`src/rtl/writeback_stage.sv`:
```
// Final pipeline stage: commits stage-2 results into a 16x16 register file, tracks the Z flag,
// issues PC redirects with an upstream squash window, and halts on a system opcode.
module writeback_stage #(
    parameter int SQUASH_CYCLES = 3
) (
    input  logic        clk,
    input  logic        reset,
    input  logic        valid_in,
    input  logic [15:0] pc_in,
    input  logic [6:0]  op_cc_in,
    input  logic [3:0]  dest_in,
    input  logic [15:0] value_in,
    input  logic [3:0]  rd_addr_a,
    input  logic [3:0]  rd_addr_b,
    output logic [15:0] rd_data_a,
    output logic [15:0] rd_data_b,
    output logic        z_out,
    output logic        redirect,
    output logic [15:0] redirect_pc,
    output logic        squash,
    output logic        halt_out,
    output logic [15:0] retired_count
);

    localparam int CW = (SQUASH_CYCLES < 1) ? 1 : $clog2(SQUASH_CYCLES + 1);

    localparam logic [4:0] OPSTR       = 5'b01111;
    localparam logic [4:0] OPSYS       = 5'b10011;
    localparam logic [4:0] LAST_WRITER = 5'b10010;
    localparam logic [1:0] CC_S        = 2'b01;

    typedef enum logic [1:0] {
        RUN,
        SQUASH,
        HALTED
    } state_t;

    state_t      state_q, state_d;
    logic [CW-1:0] cnt_q, cnt_d;
    logic [15:0] regs_q [16];
    logic        z_q, z_d;
    logic        redirect_q, redirect_d;
    logic [15:0] redirect_pc_q, redirect_pc_d;
    logic        squash_q, halt_q;
    logic [15:0] count_q, count_d;
    logic        wr_en;

    logic [4:0]  opcode;
    logic [1:0]  cc;
    logic        is_writer;
    logic        unused_pc;

    assign opcode    = op_cc_in[6:2];
    assign cc        = op_cc_in[1:0];
    assign is_writer = (opcode <= LAST_WRITER) && (opcode != OPSTR);
    assign unused_pc = ^pc_in;

    always_comb begin
        state_d       = state_q;
        cnt_d         = cnt_q;
        z_d           = z_q;
        redirect_d    = 1'b0;
        redirect_pc_d = redirect_pc_q;
        count_d       = count_q;
        wr_en         = 1'b0;
        case (state_q)
            RUN: begin
                if (valid_in) begin
                    count_d = count_q + 16'd1;
                    if (is_writer) begin
                        wr_en = 1'b1;
                        if (cc == CC_S) begin
                            z_d = (value_in == 16'h0000);
                        end
                        if (dest_in == 4'd15) begin
                            redirect_d    = 1'b1;
                            redirect_pc_d = value_in;
                            if (SQUASH_CYCLES > 0) begin
                                state_d = SQUASH;
                                cnt_d   = CW'(SQUASH_CYCLES);
                            end
                        end
                    end else if (opcode == OPSYS) begin
                        state_d = HALTED;
                    end
                end
            end
            // Leaving when the counter would hit zero keeps squash high for exactly SQUASH_CYCLES.
            SQUASH: begin
                cnt_d = cnt_q - CW'(1);
                if (cnt_q <= CW'(1)) begin
                    state_d = RUN;
                    cnt_d   = '0;
                end
            end
            HALTED: begin
                state_d = HALTED;
            end
            default: begin
                state_d = RUN;
                cnt_d   = '0;
            end
        endcase
    end

    always_ff @(posedge clk or posedge reset) begin
        if (reset) begin
            state_q       <= RUN;
            cnt_q         <= '0;
            z_q           <= 1'b0;
            redirect_q    <= 1'b0;
            redirect_pc_q <= 16'h0000;
            squash_q      <= 1'b0;
            halt_q        <= 1'b0;
            count_q       <= 16'h0000;
        end else begin
            state_q       <= state_d;
            cnt_q         <= cnt_d;
            z_q           <= z_d;
            redirect_q    <= redirect_d;
            redirect_pc_q <= redirect_pc_d;
            squash_q      <= (state_d == SQUASH);
            halt_q        <= (state_d == HALTED);
            count_q       <= count_d;
        end
    end

    always_ff @(posedge clk or posedge reset) begin
        if (reset) begin
            for (int i = 0; i < 16; i++) begin
                regs_q[i] <= 16'h0000;
            end
        end else if (wr_en) begin
            regs_q[dest_in] <= value_in;
        end
    end

    // Same-cycle bypass so stage 2 sees the value being committed right now.
    assign rd_data_a = (wr_en && rd_addr_a == dest_in) ? value_in : regs_q[rd_addr_a];
    assign rd_data_b = (wr_en && rd_addr_b == dest_in) ? value_in : regs_q[rd_addr_b];

    assign z_out         = z_q;
    assign redirect      = redirect_q;
    assign redirect_pc   = redirect_pc_q;
    assign squash        = squash_q;
    assign halt_out      = halt_q;
    assign retired_count = count_q;

endmodule

```
`config.mk`:
```
export PLATFORM = sky130hd
export DESIGN_NAME = writeback_stage
export DESIGN_NICKNAME = d
export VERILOG_FILES = /design/src/rtl/writeback_stage.sv
export SDC_FILE = /design/constraint.sdc
export NUM_CORES = 1
export LEC_CHECK = 0
export ABC_AREA = 1
export CAP_MARGIN = 20
export CORE_AREA = 4 4 224 280
export CTS_CLUSTER_DIAMETER = 200
export DETAILED_ROUTE_END_ITERATION = 8
export DIE_AREA = 0 0 228 284
export PLACE_DENSITY = 0.56
export SYNTH_ARGS = -nofsm -noshare
export SYNTH_HDL_FRONTEND = slang
export SYNTH_SLANG_ARGS = --single-unit
```
`constraint.sdc`:
```
create_clock -name clk -period 24.3 [get_ports clk]
set_input_delay 4.86 -clock clk [delete_from_list [all_inputs] [get_ports clk]]
set_output_delay 4.86 -clock clk [all_outputs]
set_load 0.005 [all_outputs]
```
; Yosys cells after proc, flatten, opt, wreduce, memory -nomap -nowiden
; Index checks and enable logic that the tools add are counted.
[word_totals]
ff_bits = 296
elab_cells = 88
[op_classes]
n_addsub = 2
n_lt_le_gt_ge = 6
eq_ne = 13
n_mux = 29
bitwise = 4
reduce_logical = 10
[ops]
columns = op, count
row1 = bitwise mux 256 bit, 1
row2 = binary-select mux 16 bit (select 4 bit), 2
row3 = 2-to-1 mux 16 bit, 7
row4 = demux 16 bit (select 4 bit), 1
row5 = 2-to-1 mux 2 bit, 9
row6 = adder 16 x 1 -> 16 bit (second input constant), 1
row7 = zero test 16 bit, 1
row8 = >= comparator 5 bit (second input constant), 3
row9 = inverter 4 -> 5 bit, 3
row10 = one-hot mux 2 bit (3 select lines), 2
row11 = AND reduction 4 bit, 3
row12 = == test 4 bit, 2
row13 = 2-to-1 mux 1 bit, 7
row14 = == test 2 x 1 -> 1 bit (second input constant), 3
row15 = inequality test 2 bit (second input constant), 3
row16 = == test 5 bit (second input constant), 1
row17 = <= comparator 5 bit (second input constant), 1
row18 = less-than comparator 5 x 1 -> 1 bit (second input constant), 1
row19 = inequality test 5 x 4 -> 1 bit (second input constant), 1
row20 = == test 2 bit (second input constant), 2
row21 = == test 4 bit (second input constant), 1
row22 = logical AND 1 bit, 4
row23 = <= comparator 2 x 1 -> 1 bit (second input constant), 1
row24 = zero test 2 bit, 1
row25 = 3 further kinds, 3

; Longest topological paths before layout
[depth]
ltp_word = 7
mapped_depth = 10
mapped_depth_nobuf = 8

; Worst setup path before layout
; Ideal clock, no wire load.
[synth_timing]
path_type = input port to output port
start = input port rd_addr_b[3]
end = output port rd_data_b[10]
arrival_ps = 5934
required_time_ps = 19440
setup_slack_ps = 13506
stages = 9
cell_sequence = buf_2 > inv_2 > nand2_1 > nand4_1 > nor3_4 > nand2_2 > buf_4 > nand2_1 > nand2_1
[synth_between]
elab_chain_len = 5
word_cells_on_any_way = 7
classes_between = eq/ne: 1 / mux: 4 / bitwise: 1 / reduce/logical: 1
[synth_lines]
columns = element, line
row1 = start: declaration, 14  ; input logic [3:0] rd_addr_b,
row2 = inverter 4 -> 5 bit (not written as such), 140  ; assign rd_data_b = (wr_en && rd_addr_b == dest_in) ? value_in : regs_q[rd_addr_b];
row3 = binary-select mux 16 bit (select 4 bit), 140
row4 = 2-to-1 mux 16 bit (not written as such) (2 in series), 140
row5 = 2-to-1 mux 16 bit (*), 140
row6 = end: declaration, 16  ; output logic [15:0] rd_data_b,
; Every way passes the cells marked *; elsewhere a longest branch is shown, timed or not. The select of a mux whose other input is x is not followed.

; Worst setup path in the final report
[layout_timing]
start = input port rd_addr_b[0]
end = output port rd_data_b[8]
; Same word-level chain as after synthesis.

==> results.md <==
- Top Ports: 122
- Seq cells post-synth: approximately 300
- Sequential share of the synthesized area: 0.414
- Startpoint Class: primary input
- Largest net degree at the start of global routing: ~110
- Vias per cell: 5.01
- Placer congestion estimate: 0.872
- Iter 0 DRT Violations: 1,758
- H-tree Lvls: 2
- ANT nets after route: 0
- Total of max-cap violations: 0
- Finished Core Util: 0.342
- Vert. Die Dim: 284 um
- GR Overflow Total: 0
- Multi-input gate area: 8370 um2
- Clock Sinks: between 200 and 300
- Hold Buf Count CTS: 0
- # diodes: 0
- CTS root buf: clkbuf_16
- Chip width: 228 um
- Period utilization: 0.565
- Setup TNS: 0 ns
- CP most frequent cell: buf_4
- Nets: 2,723
- Status: complete, no violations
- First-pass GRT wire length: 101 mm
- Worst-path clk slew: 0.06 ns
- Finish-stage setup viols: 0
- RSZ-0062 raised after global routing: no
- Async set or reset register ratio after synthesis: 1.00
- Worst Max-Slew Pin Slew: about 1.1 ns
- Power per Cell Area: 79.1 nW/um2
- EDFF count, synth: 0
- Slowest-stage cell, CP: nor3_4
- Post-Syn Instances: 2,668
- Kind of cell adding the most delay to the critical path: buffers and inverters
- Slew Viols, Final: 0
- Fin area: 20,400 um2
- # fillers: about 6,500
- Detailed Routing Iterations Pass 1: 5
- LEAKAGE: between 10 and 15 nW
- Worst Setup End Kind: output pin
- Post-CTS setup buffer count: 0
- Synth Flop Type: dfrtp_1
- Library cells used by synthesis: 29
- Tot Pwr: 1.61 mW
- Mapped cell area: 17,900 um2
- Clock Tree Buf Depth: 3
- Min-Delay Path Class: flip-flop to flip-flop
- # DRC: 0
- Port bufs: ~110
- TritonCTS clock tree: yes
- Starting density of the core: 0.300
- Total Die Area: 64,800 um2
- Hold_ws: around 0.47 ns
- Fmax: 72.8 MHz
- Post-route minimum period: 13.74 ns
- Layout cells sized above 1: 0.0532
- Worst R2R Start: state_q[1]
- Most common cell after layout, fill and taps aside: nand2_1
- TritonCTS Buffers: 35
- Syn nets: 2,723
- CP max stage delay: between 0.7 and 0.8 ns
- Post-CTS Resized: 0
- Aggregate global-route resource usage: 0.199
- CP Cell Sequence: buf_4 > buf_4 > buf_4 > xor2_1 > nor3_4 > nand2_2 > nand2_1 > nand2_1 > clkdlybuf4s50_1
- Clock Skew: 0.0153 ns
- Antenna violations before repair: 1
- Area grow syn2layout: 14.2%
- Avg Synthesized Cell Area: 6.70 um2
- Max Fanout on Critical Path: 54
- Clk_lat worst skew: roughly 0.56 ns
- Routed vias: 17,300
- Final hold violation count: 0
- FF/Latch Area: between 7000 and 8000 um2
- Worst VDD drop: 0.0404 mV
- Yosys warning total: 0
- Critical path class: primary input to output pin
- Vias in the first global route: 16,600
- WP buf/inv: 4
- FP Rows: 100
- DR WL/cell: about 19 um
- Most frequent cells in the layout: nand2_1 (1,065), nand3_1 (608), dfrtp_1 (296)
- Slew HR: 0.244
- Beginning of the worst hold path: regs_q[199]
- Worst setup startpoint: rd_addr_b[0]
- Post-Route WL: roughly 66 mm
- Core area: 59,700 um2
- Crit path DAT: 8.88 ns
- HPWL Detailed: 40.3 mm
- DP Area: 19,200 um2
- Crit path required time: 19.44 ns
==> cell families (layout without fill, tap and decap cells) <==
family | Yosys count | in the layout | synth area share
AO/OA/AOI/OAI | 147 | 147 | 0.0420
adder cells (fa/ha/maj) | 1 | 1 | 0.000700
AND/OR/NAND/NOR | 1730 | 1730 | 0.417
buffers and inverters | 476 | 497 | 0.117
flip-flops | 296 | 296 | 0.414
XOR/XNOR | 18 | 18 | 0.00882
==> power breakdown <==
part / switching [mW] / internal, mW
combinational: 0.265 / 0.150
clock: 0.223 / 0.325
sequential: 0.0557 / 0.596
==> stage by stage <==
stage | cells | setup slack [ns]
after detailed placement | 3394 | 10.70
after CTS | 3452 | 10.69
final | 3454 | 10.56
after floorplan | 2668 | 11.26
after global routing | 3454 | 10.44
after global placement | 3393 | 10.69
==> per-layer routing <==
layer,share of wire,vias to the layer above,wire (um),track usage
met5,0,-,0,0
met4,0.062,0,4120,0.114
met3,0.064,167,4270,0.0300
met2,0.47,638,31300,0.333
met1,0.40,8119,26600,0.245
li1,-,8394,-,-
==> worst paths after layout <==
check | endpoint | slack, ns | depth (start not counted)
worst max-delay path | rd_data_b[8] | 10.56 | 9
worst min-delay path | regs_q[199] | 0.47 | 2
worst max register to register | regs_q[229] | 20.38 | 9
worst min register to register | regs_q[199] | 0.47 | 2
max in group asynchronous | regs_q[25] | 17.93 | 3
min in group asynchronous | retired_count[15] | 4.82 | 2
==> tightest hold or removal path, cell delays in order (launching register included) <==
cell and delay, ns:
dfrtp_1 0.34, nand2_1 0.05, nand2_1 0.04
==> synthesized netlist by cell type, types with 3 or more instances <==
library cell / n / area share
xnor2_1: 5 / 0.0024
o21ai_0: 56 / 0.016
dfrtp_1: 296 / 0.41
buf_2: 51 / 0.014
nor3_1: 9 / 0.0025
nor2_1: 8 / 0.0017
buf_6: 30 / 0.019
buf_1: 43 / 0.0090
nand3_1: 608 / 0.17
nand2_4: 11 / 0.0069
nor2_2: 15 / 0.0052
inv_2: 4 / 0.00084
nand2_1: 1065 / 0.22
xor2_1: 13 / 0.0064
nand2_2: 3 / 0.0011
inv_1: 288 / 0.060
clkbuf_1: 56 / 0.012
o21ai_1: 83 / 0.023
nand4_1: 7 / 0.0024
==> state kept, by name (all words and copies together), names as in the netlist <==
signal	cells
redirect	1
squash	1
retired_count	16
halt_out	1
z_out	1
regs_q	256
state_q	2
redirect_pc	16
cnt_q	2
==> area by class of cell <==
type                       instances  area share
timing repair buffer             146      0.0682
tap                              765      0.0469
multi-input combinational       1896       0.410
inverter                         293      0.0548
clock inverter                     9     0.00503
clock buffer                      49      0.0520
sequential                       296       0.363
Power figures use the tool's default switching activity.
